==> config.mk <==
export PLATFORM = sky130hd
export DESIGN_NAME = ipif_regbank_flat
export DESIGN_NICKNAME = d
export VERILOG_FILES = /design/src/rtl/ipif_regbank_pkg.sv /design/src/rtl/ipif_regbank_if.sv /design/src/rtl/ipif_regbank_irq.sv /design/src/rtl/ipif_regbank.sv /design/src/flat_wrapper.sv
export SDC_FILE = /design/constraint.sdc
export NUM_CORES = 1
export LEC_CHECK = 0
export ABC_AREA = 1
export BUFFER_PORTS_ARGS = -buffer_cell sky130_fd_sc_hd__buf_2
export CORE_AREA = 2 2 119 121
export DETAILED_ROUTE_END_ITERATION = 6
export DIE_AREA = 0 0 121 123
export GPL_TIMING_DRIVEN = 0
export HOLD_SLACK_MARGIN = 0.05
export PLACE_DENSITY_LB_ADDON = 0.2
export SLEW_MARGIN = 20
export SYNTH_ARGS = -nofsm -noshare
export SYNTH_HDL_FRONTEND = slang
export SYNTH_SLANG_ARGS = --single-unit
==> constraint.sdc <==
create_clock -name aclk -period 2.6 [get_ports aclk]
set_clock_uncertainty 0.1 [all_clocks]
set_input_delay 0.65 -clock aclk [delete_from_list [all_inputs] [get_ports aclk]]
set_output_delay 0.65 -clock aclk [all_outputs]
set_load 0.03 [all_outputs]
==> src/rtl/ipif_regbank_pkg.sv <==
// ipif_regbank_pkg -- shared constants for the IPIF register bank.
//
// Holds the word offsets of every register in the map, the value returned
// by reads of unmapped words, and a byte-enable to bit-mask helper used by
// the RW registers and by the ISR write-one-to-clear path.
package ipif_regbank_pkg;

    localparam int unsigned REG_VERSION = 0;
    localparam int unsigned REG_SCRATCH = 1;
    localparam int unsigned REG_CTRL    = 2;
    localparam int unsigned REG_STATUS  = 3;
    localparam int unsigned REG_ISR     = 4;
    localparam int unsigned REG_IER     = 5;
    localparam int unsigned REG_COUNTER = 6;

    localparam logic [31:0] UNMAPPED_RD_DATA = 32'h0000_0000;

    // Expand the four byte enables into a 32-bit mask, one byte per enable.
    function automatic logic [31:0] be_to_mask(input logic [3:0] be);
        logic [31:0] mask;
        for (int i = 0; i < 4; i++) begin
            mask[8*i +: 8] = {8{be[i]}};
        end
        return mask;
    endfunction

endpackage

==> src/rtl/ipif_regbank_if.sv <==
// ipif_regbank_if -- register-access bus of the IPIF register bank.
//
// Write channel: wr_addr (word address), wr_req (1-cycle strobe),
//                wr_be (byte enables), wr_data, wr_ack (done, 1 cycle later).
// Read channel:  rd_addr (word address), rd_req (1-cycle strobe),
//                rd_data (valid only with rd_ack), rd_ack (1 cycle later).
// Modports: master drives requests, slave (the register bank) answers.
interface ipif_regbank_if #(
    parameter int C_ADDR_WIDTH = 12
);
    logic [C_ADDR_WIDTH-3:0] wr_addr;
    logic                    wr_req;
    logic [3:0]              wr_be;
    logic [31:0]             wr_data;
    logic                    wr_ack;

    logic [C_ADDR_WIDTH-3:0] rd_addr;
    logic                    rd_req;
    logic [31:0]             rd_data;
    logic                    rd_ack;

    modport master (
        output wr_addr, wr_req, wr_be, wr_data, rd_addr, rd_req,
        input  wr_ack, rd_data, rd_ack
    );

    modport slave (
        input  wr_addr, wr_req, wr_be, wr_data, rd_addr, rd_req,
        output wr_ack, rd_data, rd_ack
    );
endinterface

==> src/rtl/ipif_regbank_irq.sv <==
// ipif_regbank_irq -- interrupt status logic of the IPIF register bank.
//
// Ports:
//   aclk, aresetn  clock and asynchronous active-low reset
//   irq_src_i      level interrupt sources
//   isr_clr_i      per-bit clear request (already qualified by the ISR write)
//   ier_i          interrupt enables
//   isr_o          interrupt status register
//   irq_o          registered |(ISR & IER)
//
// A bit of ISR sets on a rising edge of its source; a clear and a new edge
// in the same cycle leave the bit set so no event is lost.
module ipif_regbank_irq #(
    parameter int C_IRQ_NUM = 8
) (
    input  logic                 aclk,
    input  logic                 aresetn,
    input  logic [C_IRQ_NUM-1:0] irq_src_i,
    input  logic [C_IRQ_NUM-1:0] isr_clr_i,
    input  logic [C_IRQ_NUM-1:0] ier_i,
    output logic [C_IRQ_NUM-1:0] isr_o,
    output logic                 irq_o
);

    logic [C_IRQ_NUM-1:0] src_prev_q;
    logic [C_IRQ_NUM-1:0] isr_q, isr_d;
    logic                 irq_q, irq_d;
    logic [C_IRQ_NUM-1:0] rise;

    // NOTE: combinational blocks assign every output a default first, so no
    // path through them can leave a signal unassigned and infer a latch.
    always_comb begin
        rise  = irq_src_i & ~src_prev_q;
        isr_d = (isr_q & ~isr_clr_i) | rise;
        irq_d = |(isr_q & ier_i);
    end

    // NOTE: state is updated with non-blocking assignments so every register
    // samples the values from before the edge, independent of block order.
    always_ff @(posedge aclk or negedge aresetn) begin
        if (!aresetn) begin
            // All ones: a source already high when reset releases is not an edge.
            src_prev_q <= '1;
            isr_q      <= '0;
            irq_q      <= 1'b0;
        end else begin
            src_prev_q <= irq_src_i;
            isr_q      <= isr_d;
            irq_q      <= irq_d;
        end
    end

    assign isr_o = isr_q;
    assign irq_o = irq_q;

endmodule

==> src/rtl/ipif_regbank.sv <==
// ipif_regbank -- small memory-mapped register bank behind an IPIF-style bus.
//
// Ports:
//   aclk, aresetn  clock and asynchronous active-low reset
//   bus            ipif_regbank_if.slave (write and read channels)
//   ctrl           CTRL register contents
//   status         live status, sampled by STATUS reads
//   irq_src        level interrupt sources
//   irq            interrupt request
//
// Map (word): 0 VERSION RO, 1 SCRATCH RW, 2 CTRL RW, 3 STATUS RO, 4 ISR W1C,
// 5 IER RW, 6 COUNTER RO (only when IPIF_REGBANK_COUNTER_EN is defined;
// otherwise word 6 is unmapped). Reads see register values from before a
// write in the same cycle.
module ipif_regbank
    import ipif_regbank_pkg::*;
#(
    parameter int          C_ADDR_WIDTH = 12,
    parameter int          C_DATA_WIDTH = 32,  // only 32 is supported
    parameter int          C_IRQ_NUM    = 8,   // 1..32
    parameter logic [31:0] C_VERSION    = 32'h0001_0000
) (
    input  logic                    aclk,
    input  logic                    aresetn,
    ipif_regbank_if.slave           bus,
    output logic [C_DATA_WIDTH-1:0] ctrl,
    input  logic [C_DATA_WIDTH-1:0] status,
    input  logic [C_IRQ_NUM-1:0]    irq_src,
    output logic                    irq
);

    localparam int AW = C_ADDR_WIDTH - 2;

    localparam logic [AW-1:0] A_VERSION = AW'(REG_VERSION);
    localparam logic [AW-1:0] A_SCRATCH = AW'(REG_SCRATCH);
    localparam logic [AW-1:0] A_CTRL    = AW'(REG_CTRL);
    localparam logic [AW-1:0] A_STATUS  = AW'(REG_STATUS);
    localparam logic [AW-1:0] A_ISR     = AW'(REG_ISR);
    localparam logic [AW-1:0] A_IER     = AW'(REG_IER);

    logic [C_DATA_WIDTH-1:0] scratch_q, scratch_d;
    logic [C_DATA_WIDTH-1:0] ctrl_q,    ctrl_d;
    logic [C_DATA_WIDTH-1:0] ier_q,     ier_d;
    logic [C_DATA_WIDTH-1:0] rd_data_q, rd_data_d;
    logic                    wr_ack_q, rd_ack_q;

    logic [C_DATA_WIDTH-1:0] wr_mask;
    logic [C_IRQ_NUM-1:0]    isr;
    logic [C_IRQ_NUM-1:0]    isr_clr;

    assign wr_mask = be_to_mask(bus.wr_be);

    // W1C: only written ones in enabled bytes clear ISR bits.
    assign isr_clr = (bus.wr_req && bus.wr_addr == A_ISR)
                   ? C_IRQ_NUM'(bus.wr_data & wr_mask) : '0;

`ifdef IPIF_REGBANK_COUNTER_EN
    localparam logic [AW-1:0] A_COUNTER = AW'(REG_COUNTER);

    logic [31:0] counter_q, counter_d;

    // Free-running; wraps naturally at 32 bits and is never written.
    assign counter_d = counter_q + 32'd1;

    always_ff @(posedge aclk or negedge aresetn) begin
        if (!aresetn) counter_q <= '0;
        else          counter_q <= counter_d;
    end
`endif

    // Byte-enabled updates of the RW registers.
    always_comb begin
        scratch_d = scratch_q;
        ctrl_d    = ctrl_q;
        ier_d     = ier_q;
        if (bus.wr_req) begin
            case (bus.wr_addr)
                A_SCRATCH: scratch_d = (scratch_q & ~wr_mask) | (bus.wr_data & wr_mask);
                A_CTRL:    ctrl_d    = (ctrl_q    & ~wr_mask) | (bus.wr_data & wr_mask);
                A_IER:     ier_d     = (ier_q     & ~wr_mask) | (bus.wr_data & wr_mask);
                default:   ;  // RO and unmapped writes are acked and dropped
            endcase
        end
    end

    // Read mux works on current register values, giving read-old-value on
    // a same-cycle write. rd_data is zero outside the ack cycle.
    always_comb begin
        rd_data_d = '0;
        if (bus.rd_req) begin
            case (bus.rd_addr)
                A_VERSION: rd_data_d = C_VERSION;
                A_SCRATCH: rd_data_d = scratch_q;
                A_CTRL:    rd_data_d = ctrl_q;
                A_STATUS:  rd_data_d = status;
                A_ISR:     rd_data_d = C_DATA_WIDTH'(isr);
                A_IER:     rd_data_d = ier_q;
`ifdef IPIF_REGBANK_COUNTER_EN
                A_COUNTER: rd_data_d = counter_q;
`endif
                default:   rd_data_d = UNMAPPED_RD_DATA;
            endcase
        end
    end

    always_ff @(posedge aclk or negedge aresetn) begin
        if (!aresetn) begin
            scratch_q <= '0;
            ctrl_q    <= '0;
            ier_q     <= '0;
            rd_data_q <= '0;
            wr_ack_q  <= 1'b0;
            rd_ack_q  <= 1'b0;
        end else begin
            scratch_q <= scratch_d;
            ctrl_q    <= ctrl_d;
            ier_q     <= ier_d;
            rd_data_q <= rd_data_d;
            wr_ack_q  <= bus.wr_req;
            rd_ack_q  <= bus.rd_req;
        end
    end

    ipif_regbank_irq #(
        .C_IRQ_NUM (C_IRQ_NUM)
    ) u_irq (
        .aclk      (aclk),
        .aresetn   (aresetn),
        .irq_src_i (irq_src),
        .isr_clr_i (isr_clr),
        .ier_i     (ier_q[C_IRQ_NUM-1:0]),
        .isr_o     (isr),
        .irq_o     (irq)
    );

    assign bus.wr_ack  = wr_ack_q;
    assign bus.rd_ack  = rd_ack_q;
    assign bus.rd_data = rd_data_q;
    assign ctrl        = ctrl_q;

endmodule

==> src/flat_wrapper.sv <==
// flat-port wrapper written by rule: the top's interface ports become plain ports
module ipif_regbank_flat import ipif_regbank_pkg::*;
#(
    parameter int          C_ADDR_WIDTH = 12,
    parameter int          C_DATA_WIDTH = 32,                         
    parameter int          C_IRQ_NUM    = 8,           
    parameter logic [31:0] C_VERSION    = 32'h0001_0000
)
  (aclk, aresetn, ctrl, status, irq_src, irq, bus_wr_addr, bus_wr_req, bus_wr_be, bus_wr_data, bus_rd_addr, bus_rd_req, bus_wr_ack, bus_rd_data, bus_rd_ack);
  ipif_regbank_if #(.C_ADDR_WIDTH(C_ADDR_WIDTH)) bus_i ();
  input  logic aclk;
  input  logic aresetn;
  output logic [C_DATA_WIDTH-1:0] ctrl;
  input  logic [C_DATA_WIDTH-1:0] status;
  input  logic [C_IRQ_NUM-1:0] irq_src;
  output logic irq;
  input wire logic [$bits(bus_i.wr_addr)-1:0] bus_wr_addr;
  input wire logic [$bits(bus_i.wr_req)-1:0] bus_wr_req;
  input wire logic [$bits(bus_i.wr_be)-1:0] bus_wr_be;
  input wire logic [$bits(bus_i.wr_data)-1:0] bus_wr_data;
  input wire logic [$bits(bus_i.rd_addr)-1:0] bus_rd_addr;
  input wire logic [$bits(bus_i.rd_req)-1:0] bus_rd_req;
  output wire logic [$bits(bus_i.wr_ack)-1:0] bus_wr_ack;
  output wire logic [$bits(bus_i.rd_data)-1:0] bus_rd_data;
  output wire logic [$bits(bus_i.rd_ack)-1:0] bus_rd_ack;
  assign bus_i.wr_addr = bus_wr_addr;
  assign bus_i.wr_req = bus_wr_req;
  assign bus_i.wr_be = bus_wr_be;
  assign bus_i.wr_data = bus_wr_data;
  assign bus_i.rd_addr = bus_rd_addr;
  assign bus_i.rd_req = bus_rd_req;
  assign bus_wr_ack = bus_i.wr_ack;
  assign bus_rd_data = bus_i.rd_data;
  assign bus_rd_ack = bus_i.rd_ack;
  ipif_regbank #(.C_ADDR_WIDTH(C_ADDR_WIDTH), .C_DATA_WIDTH(C_DATA_WIDTH), .C_IRQ_NUM(C_IRQ_NUM), .C_VERSION(C_VERSION)) u_core (.aclk(aclk), .aresetn(aresetn), .bus(bus_i), .ctrl(ctrl), .status(status), .irq_src(irq_src), .irq(irq));
endmodule
Word level (Yosys, flattened, before mapping)
Cells that the tools add are included.
{"block": "totals", "in_bits": 100, "regBits": 147, "word_cells": 41, "output_inout_bits": 67}
{"block": "op_classes", "n_mux": 3, "n_eq_ne": 9, "n_bitwise": 14, "reduce_logical": 6}
{"op": "case mux 32 bit (6 select lines)", "n": 1}
{"op": "AND 32 bit", "n": 4}
{"op": "OR 32 bit", "n": 3}
{"op": "== test 10 x 3 -> 1 bit, second input constant", "n": 4}
{"op": "two-way mux 32 bit", "n": 1}
{"op": "inverter 32 bit", "n": 1}
{"op": "== test 10 x 2 -> 1 bit, second input constant", "n": 3}
{"op": "AND 8 bit", "n": 3}
{"op": "== test 10 x 1 -> 1 bit, second input constant", "n": 2}
{"op": "inverter 8 bit", "n": 2}
{"op": "zero test 10 bit", "n": 1}
{"op": "two-way mux 8 bit", "n": 1}
{"op": "OR 8 bit", "n": 1}
{"op": "OR reduction 8 bit", "n": 1}
{"op": "AND reduction 2 bit", "n": 3}
{"op": "logical AND 1 bit", "n": 1}

Depth between registers and ports, before layout
{"block": "logic_depth", "word_depth": 6, "mapped_depth": 9, "mapped_depth_nobuf": 8}

By module
Synthesis repeated with hierarchy kept, for this count alone.
{"block": "unflattened", "hier_cells": 780, "area_unflattened_um2": 6700.2}
{"mod": "ipif_regbank", "area_per_inst_um2": 6098.3, "cells_per_inst": 724, "instances": 1, "seq_area_each_um2": 3253.1}
{"mod": "ipif_regbank_irq", "area_per_inst_um2": 601.8, "cells_per_inst": 56, "instances": 1, "seq_area_each_um2": 435.4}

Worst setup path after synthesis
No wires, ideal clock.
{"block": "synth_timing", "path_kind": "in2reg", "startpoint": "input bus_wr_addr[4]", "endpoint": "register with a tool-made name", "arrival_ps": 1541, "path_slack_ps": 841, "t_required_ps": 2382, "setup_ps": 118, "cell_stages": 8, "path_buffers": 1, "cell_sequence": "nor2_1 -> nand3_1 -> nor2_1 -> and2_1 -> buf_4 -> nand2_1 -> nand2_1 -> nand2_1"}
{"element": "from (decl)", "line": "flat_wrapper.sv:17", "source": "input wire logic [$bits(bus_i.wr_addr)-1:0] bus_wr_addr;"}

Worst setup path after layout
{"block": "layout_timing", "startpoint": "input bus_rd_addr[9]", "endpoint": "register u_core.rd_data_q[24], in the netlist u_core.bus.rd_data[24]"}
{"block": "layout_between", "elab_chain_len": 3, "word_cells_on_any_way": 8, "classes_between": "5 x eq/ne; 2 x mux; 1 x reduce/logical"}
{"element": "from (decl)", "line": "flat_wrapper.sv:21", "source": "input wire logic [$bits(bus_i.rd_addr)-1:0] bus_rd_addr;"}
{"element": "== test 10 x 3 -> 1 bit (tied with other cells)", "line": "ipif_regbank.sv:91", "source": "case (bus.rd_addr)"}
{"element": "case mux 32 bit (6 select lines) *", "line": "ipif_regbank.sv:91"}
{"element": "two-way mux 32 bit *", "line": "ipif_regbank.sv:90", "source": "if (bus.rd_req) begin"}
{"element": "named net u_core.rd_data_d[24]", "line": "ipif_regbank.sv:44", "source": "logic [C_DATA_WIDTH-1:0] rd_data_q, rd_data_d;"}
{"element": "to (signal assigned)", "line": "ipif_regbank.sv:118", "source": "rd_data_q <= rd_data_d;"}
{"element": "to (decl)", "line": "ipif_regbank.sv:44"}
The timed path passes the listed nets; every way through them passes the cells marked *.
A chain may end at the register's enable or synchronous reset.

==> impl_metrics.csv <==
group,metric,value,unit
run_status,status,"completed",
grt,grt_pass1_vias,6118,
setup_path,cp_cell_sequence,"buf_2 -> nor2_1 -> nand2_1 -> nor2_4 -> buf_1 -> nand3_1 -> nand2_1 -> nor2_1 -> nor2_1",
detailed_routing,routed_wl,20300,µm
sta,post-route-min-period,2.02,ns
detailed_routing,first_iter_violations,568,
clocking,cts_hold_buf,1,
setup_path,crit_top_cell,"nor2_1",
sta,hold_slack,0.225,ns
power_and_ir_drop,sw_frac_of_total,22.5,%
placed_design,port_buffers,165,
clocking,cts_tree,"yes",
synth,synth_warnings,0,
floorplan,design.core.area,13600,µm²
sta,setup_viol,0,
placed_design,dp_hpwl,14600,µm
detailed_routing,via_per_inst,5.28,
synth,synth_area_leader_cell,"dfrtp_1",
sta,worst_pin_slew,0.693,ns
detailed_routing,wl_per_cell,16.6,µm
flow_run,cap_violations,0,
grt,grt-ovfl-total,0,
setup_path,crit_start,"bus_rd_addr[9]",
floorplan,initial_utilization,49.4,%
clocking,cts_setup_buffers,0,
synth,synth_cells,840,
placed_design,place_congestion,0.878,
layout,fin_area,8450,µm²
clocking,numCtsBuffers,17,
power_and_ir_drop,peakVddDrop,399,µV
setup_path,reg2reg_from,"u_core.u_irq.isr_o[6]",
grt,grt_pass1_wl,32100,µm
min_path,holdCritStartpoint,"irq_src[7]",
setup_path,critPathSlowestCell,"buf_1",
detailed_routing,dr.pass1.iters,5,
setup_path,rrSetupSlack,1.48,ns
layout,drive_above_1_share,22.9,%
layout,final_core_util,62.1,%
clocking,ctsResizeCount,0,
floorplan,die_w,121,µm
power_and_ir_drop,p_per_area,616,nW/µm²
floorplan,fp-row-count,43,
synth,synth_cell_types,20,
power_and_ir_drop,p_sw,1170,µW
placed_design,placed_area,7810,µm²
synth,synth_area,6720,µm²
synth,avgSynthCellArea,8.00,µm²
layout,fin_cells,1219,
synth,synth_area_leaders,"dfrtp_1, nand2_1, nand3_1",
setup_path,critPathRequiredTime,2.85,ns
sta,rsz0062_at_grt,"no",
setup_path,start_kind,"input port",
detailed_routing,ant_nets,0,
power_and_ir_drop,p_int,4030,µW
floorplan,dieArea,14900,µm²
clocking,clk_pin_slew,0.06,ns
grt,grt_max_degree,101,
synth,synth_top_area_share,51.7,%
setup_path,crit_buf_inv,2,
min_path,holdPathStages,1,
detailed_routing,vias,6432,
setup_path,r2r-end,"u_core.u_irq.irq_o",
sta,timing.fmax,494,MHz
floorplan,die_y,123,µm
sta,relSlewSlack,53.8,%
clocking,worst_skew_pair.late_latency,0.43,ns
layout,nNetsFinal,1126,
setup_path,crit_type,"in2reg",
synth,synth_fp_nets,940,
sta,layout_worst_path_cycle_share,77.8,%
power_and_ir_drop,p_seq_share,44.7,%
setup_path,critPathCaptureType,"flip-flop",
min_path,holdPathEnd,"u_core.u_irq.src_prev_q[7]",
sta,layout_setup_ws,0.576,ns
detailed_routing,drc,0,
sta,drv_slew,0,
power_and_ir_drop,pwr-share-clk,49.8,%
setup_path,crit_family,"simple AND/OR/NAND/NOR gates",
clocking,cts_max_path_buffers,2,
placed_design,place_inst,1186,
clocking,cts-htree-levels,4,
min_path,holdCritPathClass,"in2reg",
setup_path,slowest_delay,0.55,ns
sta,finalHoldViolCount,0,
setup_path,path_max_fanout,10,
grt,antenna_found_initial,0,
clocking,cts_sinks,147,
layout,area_growth,25.6,%
power_and_ir_drop,combPwrFrac,5.5,%
grt,track_usage,28.5,%
synth,ys_seq_area_share,54.9,%
layout,antenna_cells,0,
placed_design,dp_slack,0.162,ns
setup_path,cp.arrival,2.28,ns
synth,synth.ff_latch_count,147,
setup_path,reg2reg_depth,4,
clocking,cts-root-buf,"clkbuf_16",
floorplan,ioPinCount,167,
power_and_ir_drop,leakage,0.00469,µW
## worst max-delay path by stage
stage | depth (start not counted) | endpoint | slack [ns]
2_1_floorplan | 8 | flip-flop | 0.84
3_3_place_gp | 1 | u_core.u_irq.isr_o[7] | -1.37
3_5_place_dp | 9 | u_core.bus.rd_data[24] | 0.16
4_1_cts | 9 | u_core.bus.rd_data[24] | 0.60
5_1_grt | 9 | u_core.bus.rd_data[19] | 0.48
6_report | 9 | u_core.bus.rd_data[24] | 0.58
## cells by family (layout without fill, tap and decap cells)
family / after synthesis / count (layout) / synth area share, %
AOI/OAI and AO/OA: 93 / 93 / 7.04
buffers and inverters: 110 / 309 / 6.94
DFF: 147 / 147 / 54.9
and+or+nand+nor: 490 / 490 / 31.2
## Yosys cell counts
cell type  instances
a221oi_1           2
nand4_1            1
and2_1             1
nor2_1            78
nor3_4             1
buf_4              9
nor2_2             5
o21ai_1           26
nand3_1          171
nor2_4             1
inv_1             66
nor3_1             1
dfstp_2            8
buf_2             16
clkbuf_1          12
nand2_1          230
dfrtp_1          139
buf_1              7
o21ai_0           65
nand2_2            1
## power by group through the flow
stage          sequential (µW)  clock, µW  combinational, µW
5_1_grt                   2330       2710                319
6_report                  2330       2590                286
2_1_floorplan             2380          0               77.6
3_3_place_gp              2370          0                276
3_5_place_dp              2370          0                284
4_1_cts                   2330       2620                287
## cell usage in the layout (no fill, tap or decap)
master         count
nand2_1          230
buf_2            180
nand3_1          171
dfrtp_1          139
nor2_1            78
inv_1             66
o21ai_0           65
o21ai_1           26
clkbuf_16         17
clkbuf_1          13
buf_4              9
dfstp_2            8
buf_1              7
nor2_2             5
bufinv_16          4
clkinv_2           4
clkinv_4           3
a221oi_1           2
nor2_4             1
nand4_1            1
nor3_1             1
nor3_4             1
and2_1             1
nand2_2            1
clkinvlp_4         1
clkbuf_8           1
inv_6              1
dlygate4sd3_1      1
buf_8              1
buf_16             1
## final cells by class
cell class / count / area, µm²
plain buffers: 44 / 219
flip-flops and latches: 147 / 3690
clock buffers: 19 / 443
well taps: 180 / 225
fillers: 1265 / 5160
multi-input cells: 583 / 2570
clock inverters: 13 / 183
repair buffers: 167 / 873
inverters: 66 / 248
## metal layers
metal / track usage [%] / up-vias / part of all wire, %
met3: 6.09 / 48 / 8.1
met2: 45.5 / 305 / 47
li1: - / 3096 / -
met4: 12.0 / 0 / 3.0
met5: 0 / - / 0
met1: 38.1 / 2983 / 41
## worst register-to-register path, cell delays in order, from the launching register on
cell      delay (ns)
dfrtp_1         0.41
nand2_1         0.10
nand2_1         0.05
a221oi_1        0.24
nand2_1         0.10
## metrics by stage
stage	setup TNS [ns]	power, µW
finish	0	5200
global route	0	5350
CTS	0	5230
detailed placement	0	2650
global placement	-193.08	2640
floorplan	0	2460
(Power assumes the default switching activity.)
